--- src/rtl/fifo_write_arbiter.sv ---
// Round-robin arbiter sharing one FIFO write port among NUM_REQ requesters.
// A grant lasts up to MAX_BURST words, and the FIFO full flag stalls it.
module fifo_write_arbiter #(
    parameter int NUM_REQ    = 4,
    parameter int DATA_WIDTH = 8,
    parameter int MAX_BURST  = 4
) (
    input  logic                            clk,
    input  logic                            rst,
    input  logic [NUM_REQ-1:0]              req,
    input  logic [NUM_REQ*DATA_WIDTH-1:0]   req_data,
    output logic [NUM_REQ-1:0]              ack,
    input  logic                            fifo_full,
    output logic                            fifo_w_en,
    output logic [DATA_WIDTH-1:0]           fifo_data,
    output logic                            gnt_valid,
    output logic [$clog2(NUM_REQ)-1:0]      gnt_id
);

    localparam int ID_W    = $clog2(NUM_REQ);
    localparam int BURST_W = $clog2(MAX_BURST) + 1;
    localparam logic [ID_W-1:0]    LAST_ID   = ID_W'(NUM_REQ - 1);
    localparam logic [BURST_W-1:0] LAST_BEAT = BURST_W'(MAX_BURST - 1);

    typedef enum logic [0:0] {IDLE = 1'b0, BUSY = 1'b1} state_t;

    state_t               state_r;
    logic [ID_W-1:0]      gnt_id_r;
    logic [ID_W-1:0]      rr_ptr_r;
    logic [BURST_W-1:0]   burst_cnt_r;
    logic                 gnt_valid_r;

    logic                 fire_s;
    logic [NUM_REQ-1:0]   ack_s;
    logic [ID_W-1:0]      next_ptr_s;
    logic [ID_W-1:0]      pick_s;
    logic [ID_W-1:0]      cand_s;
    logic [DATA_WIDTH-1:0] words_s [NUM_REQ];

    for (genvar i = 0; i < NUM_REQ; i++) begin : g_words
        assign words_s[i] = req_data[i*DATA_WIDTH +: DATA_WIDTH];
    end

    // Write strobe, one-hot acknowledge and the rotated pointer used on grant exit.
    always_comb begin
        fire_s          = (state_r == BUSY) && req[gnt_id_r] && !fifo_full;
        ack_s           = {NUM_REQ{1'b0}};
        ack_s[gnt_id_r] = fire_s;
        next_ptr_s      = (gnt_id_r == LAST_ID) ? {ID_W{1'b0}} : gnt_id_r + ID_W'(1);
    end

    // Round-robin search; scanning from the far end lets the nearest hit win.
    always_comb begin
        pick_s = rr_ptr_r;
        cand_s = rr_ptr_r;
        for (int k = NUM_REQ - 1; k >= 0; k--) begin
            cand_s = ID_W'((int'(rr_ptr_r) + k) % NUM_REQ);
            pick_s = req[cand_s] ? cand_s : pick_s;
        end
    end

    // Grant state machine: arbitrate in IDLE, stream a bounded burst in BUSY.
    always_ff @(posedge clk or posedge rst) begin
        if (rst) begin
            state_r     <= IDLE;
            gnt_id_r    <= {ID_W{1'b0}};
            rr_ptr_r    <= {ID_W{1'b0}};
            burst_cnt_r <= {BURST_W{1'b0}};
            gnt_valid_r <= 1'b0;
        end else begin
            case (state_r)
                IDLE: begin
                    if (req != {NUM_REQ{1'b0}}) begin
                        gnt_id_r    <= pick_s;
                        burst_cnt_r <= {BURST_W{1'b0}};
                        state_r     <= BUSY;
                        gnt_valid_r <= 1'b1;
                    end else begin
                        state_r     <= IDLE;
                        gnt_valid_r <= 1'b0;
                    end
                end
                BUSY: begin
                    if (!req[gnt_id_r]) begin
                        state_r     <= IDLE;
                        gnt_valid_r <= 1'b0;
                        rr_ptr_r    <= next_ptr_s;
                    end else if (fire_s) begin
                        burst_cnt_r <= burst_cnt_r + BURST_W'(1);
                        if (burst_cnt_r == LAST_BEAT) begin
                            state_r     <= IDLE;
                            gnt_valid_r <= 1'b0;
                            rr_ptr_r    <= next_ptr_s;
                        end else begin
                            state_r     <= BUSY;
                        end
                    end else begin
                        // FIFO full: hold grant and beat count until space frees up.
                        state_r     <= BUSY;
                    end
                end
                default: begin
                    state_r     <= IDLE;
                    gnt_valid_r <= 1'b0;
                end
            endcase
        end
    end

    assign ack       = ack_s;
    assign fifo_w_en = fire_s;
    assign fifo_data = words_s[gnt_id_r];
    assign gnt_valid = gnt_valid_r;
    assign gnt_id    = gnt_id_r;

endmodule

--- config.mk ---
export PLATFORM = sky130hd
export DESIGN_NAME = fifo_write_arbiter
export DESIGN_NICKNAME = d
export VERILOG_FILES = /design/src/rtl/fifo_write_arbiter.sv
export SDC_FILE = /design/constraint.sdc
export NUM_CORES = 1
export LEC_CHECK = 0
export ABC_AREA = 1
export CORE_ASPECT_RATIO = 1.4
export CORE_MARGIN = 2
export CORE_UTILIZATION = 55
export CTS_CLUSTER_SIZE = 40
export DETAILED_ROUTE_END_ITERATION = 6
export DONT_BUFFER_PORTS = 1
export PLACE_DENSITY = 0.82
export SLEW_MARGIN = 20
export SYNTH_ARGS = -nofsm -noshare
export SYNTH_HDL_FRONTEND = slang
export SYNTH_SLANG_ARGS = --single-unit
export TNS_END_PERCENT = 50
--- constraint.sdc ---
create_clock -name clk -period 2.5 [get_ports clk]
set_input_delay 0.125 -clock clk [delete_from_list [all_inputs] [get_ports clk]]
set_output_delay 0.125 -clock clk [all_outputs]
set_load 0.02 [all_outputs]
==> run summary, run 1 <==
Peak supply drop - 933 uV
Wire length per cell - 12.2 um
CTS tree - yes
Max_slew headroom - 68.5%
Status - finished clean
Max cap viols - 0
Final setup vio count - 0
Post-Syn Area - 0.00101 mm^2
Cell count after synthesis - 158
Antenna violations before repair - 0
Vias per Instance - 5.46
Seq cells post-synth - 9
Final TNS setup - 0 ns
Die width - 40.3 um
Fmax - 0.558 GHz
Largest net degree at the start of global routing - 23
Worst-Margin Slew - 0.480 ns
Post-CTS setup buffers - 0
Ports - 55
Die H - 54.8 um
Site Rows - 18
IO Port Bufs - 0
Antenna fix cells - 0
DR DRC count - 0
Static leakage - 0.545 nW
CP Launch Type - flip-flop
Clock skew - 0.00698 ns
CP endpoint kind - primary output
Via count - 977
Starting Density - 57.8%
Clock Latency Late Sink - 0.25 ns
Seq/Total Area, Yosys - 22.2%
Worst hold path type - in2reg
Grt total ovfl - 0
First-pass GRT wire length - 3.00 mm
Core area - 0.00176 mm^2
RSZ-0062 raised after global routing - no
Worst-path clk slew - 0.06 ns
Clock sink total - 9
Required time worst endpoint - 2.38 ns
GPL Wtd Cong - 0.864
Worst Hold Slack - 0.180 ns
Post-layout net count - 205
Synth cell types - 23
Die area - 0.00221 mm^2
CP max FO - 21
Minimum clock period - 1.79 ns
Vias in the first global route - 788
Yosys Warn Count - 0
HPWL Detailed - 1.70 mm
All-Layer GR Usage - 19.4%
# H-tree levels - 1
Area Overhead vs Synth - 2.71%
Longest Clk Path Bufs - 2
Fin crit share - 71.7%
Commonest non-fill, non-tap cell in the layout - nand2_1
Commonest cells after routing, fill and taps aside - 38 x nand2_1, 21 x nor2_1, 16 x o21ai_0, 15 x inv_1, 12 x nand3_1
Iteration-0 DRC Markers - 14
Drt pass-1 iters - 4
Worst setup path class - reg2out
Share of post-route cells with drive strength above 1 - 15.1%
Final slew viol count - 0
Post-DRT Antenna Nets - 0
Synth Net Count - 203
Mean area per synthesized cell - 6.42 um^2
Post-Route WL - 2.18 mm
CTS root buf - clkbuf_4
Data arrival, critical path - 1.67 ns
Hold Fails Final Rpt - 0
Power Dens Cells - 1440 mW/mm^2
Cts bufs inserted - 3
## timing repair
action | 4_1_cts | 5_1_grt
setup endpoints to repair | 0 | 0
resized for setup | 0 | 0
hold buffers | 1 | 0
endpoints found under the hold margin | 9 | 0
## synth_stat cells, drive strengths merged
master | count | share of area [%]
o22ai | 8 | 4.9
buf | 6 | 4.8
ha | 6 | 7.4
inv | 23 | 9.0
nand2 | 43 | 19
nor2 | 22 | 8.9
o21a | 1 | 0.74
nand4 | 1 | 0.62
a31oi | 1 | 0.62
a21oi | 1 | 0.49
nand3 | 15 | 8.9
dfrtp | 9 | 22
o21ai | 22 | 12
## critical path: stages (launching register included)
cell	delay [ns]
dfrtp_1	0.38
inv_2	0.26
nand2_1	0.11
nand3_2	0.09
nand2_4	0.06
nor2_4	0.09
nand2_4	0.09
nor2_1	0.32
## kinds of logic (layout without fill, tap and decap cells)
kind of cell / after synthesis / count (layout) / share of synthesized area, %
adders and majority gates: 6 / 6 / 7.40
buffers and inverters: 29 / 30 / 13.8
DFF: 9 / 9 / 22.2
AOI/OAI and AO/OA: 33 / 33 / 19.1
and+or+nand+nor: 81 / 81 / 37.5
## final cells by class
class	instances	area (um^2)
repair buffers	3	25.0
multi-input cells	120	649
flip-flops and latches	9	225
well taps	20	25.0
clock buffers	4	26.3
inverters	23	91.3
fillers	168	714
## path summary, 6_finish.rpt
check | slack, ns | from | endpoint | cells past startpoint
max in group asynchronous | 1.99 | rst | burst_cnt_r[0] | 2
hold reg to reg | 0.49 | burst_cnt_r[0] | burst_cnt_r[0] | 1
hold / removal | 0.18 | fifo_full | burst_cnt_r[0] | 3
setup / recovery | 0.71 | gnt_id[0] | ack[0] | 7
min in group asynchronous | 0.26 | rst | rr_ptr_r[1] | 2
setup reg to reg | 1.08 | gnt_id[0] | burst_cnt_r[1] | 9
## per-layer routing
metal | GRT usage (%) | vias to the layer above | share of wire, %
met5 | 0 | - | 0
met4 | 5.00 | 0 | 0.32
met3 | 2.85 | 2 | 8.3
met2 | 36.3 | 45 | 48
met1 | 22.0 | 418 | 43
li1 | - | 512 | -
## flip-flops by register name, indices dropped and copies added (netlist names)
signal       flops
gnt_valid        1
gnt_id           2
burst_cnt_r      3
rr_ptr_r         2
state_r          1
## metrics by stage
stage               instance area, um^2  utilization [%]  worst slack, ns  power [mW]  std cells
floorplan                          1010                -            0.997        1.28        158
global placement                   1010             57.3             1.00        1.37        174
detailed placement                 1010             57.3            0.969        1.40        174
CTS                                1040             59.3            0.688        1.51        179
global route                       1040             59.3            0.544        1.67        179
finish                             1040             59.3            0.707        1.50        179
## where the power goes
part           internal (mW)  leakage [nW]  total, mW  switching, mW
Clock                 0.0611        0.0150      0.106         0.0451
Sequential             0.212         0.112      0.296         0.0840
Combinational          0.333         0.417       1.10          0.765
Power figures use the tool's default switching activity.
==> inputs of run 2 (changes only) <==
- PLACE_DENSITY: 0.82 -> 0.85
- clock period: 2.5 -> 1.6 ns (I/O delays scaled with it)
==> run summary, run 2 (synthesized netlist as in run 1, its figures left out) <==
Status - finished clean
Worst-Margin Slew - 0.341 ns
Fill cells - 161
DR DRC count - 0
Top reg by flops - burst_cnt_r
Worst Hold Slack - 0.106 ns
Iteration-0 DRC Markers - 21
Sink of the worst hold path - burst_cnt_r[0]
CP endpoint kind - primary output
Clock Latency Late Sink - 0.26 ns
Starting Density - 57.8%
IO Port Bufs - 0
Largest net degree at the start of global routing - 18
Hold Fails Final Rpt - 0
Area Overhead vs Synth - 21.5%
Wire length per cell - 13.0 um
Die width - 40.3 um
Worst hold path type - in2reg
Core area - 0.00176 mm^2
Post-route cell area - 0.00123 mm^2
CTS tree - yes
Max cap viols - 0
Post-Route WL - 2.53 mm
DP Worst Slack - 0.212 ns
Power Dens Cells - 2270 mW/mm^2
Data arrival, critical path - 1.50 ns
Antenna violations before repair - 0
Peak supply drop - 1190 uV
Final slew viol count - 0
Die area - 0.00221 mm^2
Max_slew headroom - 77.2%
Site Rows - 18
Hold path startpoint - fifo_full
Die H - 54.8 um
RSZ-0062 raised after global routing - yes
Core Util, Final - 70.2%
Antenna fix cells - 0
R2R depth - 10
Fin crit share - 99.0%
Final setup vio count - 0
Longest Clk Path Bufs - 2
Drt pass-1 iters - 4
Power, Total - 2.80 mW
All-Layer GR Usage - 21.8%
Vias per Instance - 5.60
CP max FO - 6
Ports - 55
Vias in the first global route - 843
Post-layout net count - 220
Static leakage - 0.641 nW
Via count - 1086
Clock sink total - 9
Worst-path clk slew - 0.06 ns
Largest register FFs - 3
R2R Setup Slk - 0.11 ns
Hold path cells - 3
Grt total ovfl - 0
Worst setup path class - reg2out
Fin cells - 194
HPWL Detailed - 1.88 mm
First-pass GRT wire length - 3.29 mm
Commonest cells after routing, fill and taps aside - 37 x nand2_1, 20 x nor2_1, 16 x o21ai_0, 15 x inv_1, 13 x buf_4
GPL Wtd Cong - 0.875
# H-tree levels - 1
CP Launch Type - flip-flop
Post-DRT Antenna Nets - 0
Share of post-route cells with drive strength above 1 - 27.6%
Commonest non-fill, non-tap cell in the layout - nand2_1
Placed cells - 183
Area post-placement - 0.00109 mm^2
Fmax - 0.631 GHz
CTS root buf - clkbuf_4
Final TNS setup - 0 ns
Clock skew - 0.00564 ns
Minimum clock period - 1.58 ns
Setup ws final - 0.0162 ns
RR Startpoint - gnt_id[0]
Cts bufs inserted - 3
R2r endpoint - burst_cnt_r[2]
Required time worst endpoint - 1.52 ns
## run 2: critical path, cell delays in order, from the launching register on
cell and delay (ns):
dfrtp_2 0.45, inv_4 0.11, nand2_4 0.07, nand3_4 0.06
nand2_4 0.06, nor2_4 0.14, nand2_4 0.09, nor2_1 0.10
buf_4 0.15
## run 2: repair_timing
item / 4_1_cts / 5_1_grt
setup buffers: 1 / 4
hold buffers: 1 / 0
resized for setup: 3 / 12
pin swaps: 0 / 5
setup endpoints to repair: 10 / 10
hold endpoints to repair: 9 / 0
gates cloned: 0 / 1
## run 2: metal layers
metal | up-vias | wire length [um] | track usage (%)
met1 | 477 | 904 | 20.7
met3 | 2 | 221 | 2.85
met2 | 55 | 1390 | 44.6
met4 | 0 | 10 | 6.67
met5 | - | 0 | 0
li1 | 552 | - | -
## run 2: worst max-delay path by stage
stage                     start         to  slack, ns  cells after the start
global route          gnt_id[0]     ack[3]      -0.07                      8
finish                gnt_id[0]     ack[1]       0.02                      8
floorplan             gnt_id[0]     ack[2]       0.14                      6
global placement    rr_ptr_r[0]  gnt_id[0]       0.27                     11
detailed placement  rr_ptr_r[0]  gnt_id[0]       0.21                     11
CTS                   gnt_id[0]     ack[1]       0.01                      8
## run 2: area by class of cell
type	instances	area [um^2]	share of cell area, %
inverter	23	93.8	7.61
multi-input combinational	121	709	57.6
clock buffer	4	26.3	2.13
timing repair buffer	17	150	12.2
tap	20	25.0	2.03
sequential	9	228	18.5
## run 2: power breakdown
part	total, mW	switching, mW	leakage [nW]	internal [mW]
clock	0.174	0.0776	0.0150	0.0960
sequential	0.498	0.162	0.110	0.336
combinational	2.12	1.32	0.516	0.800
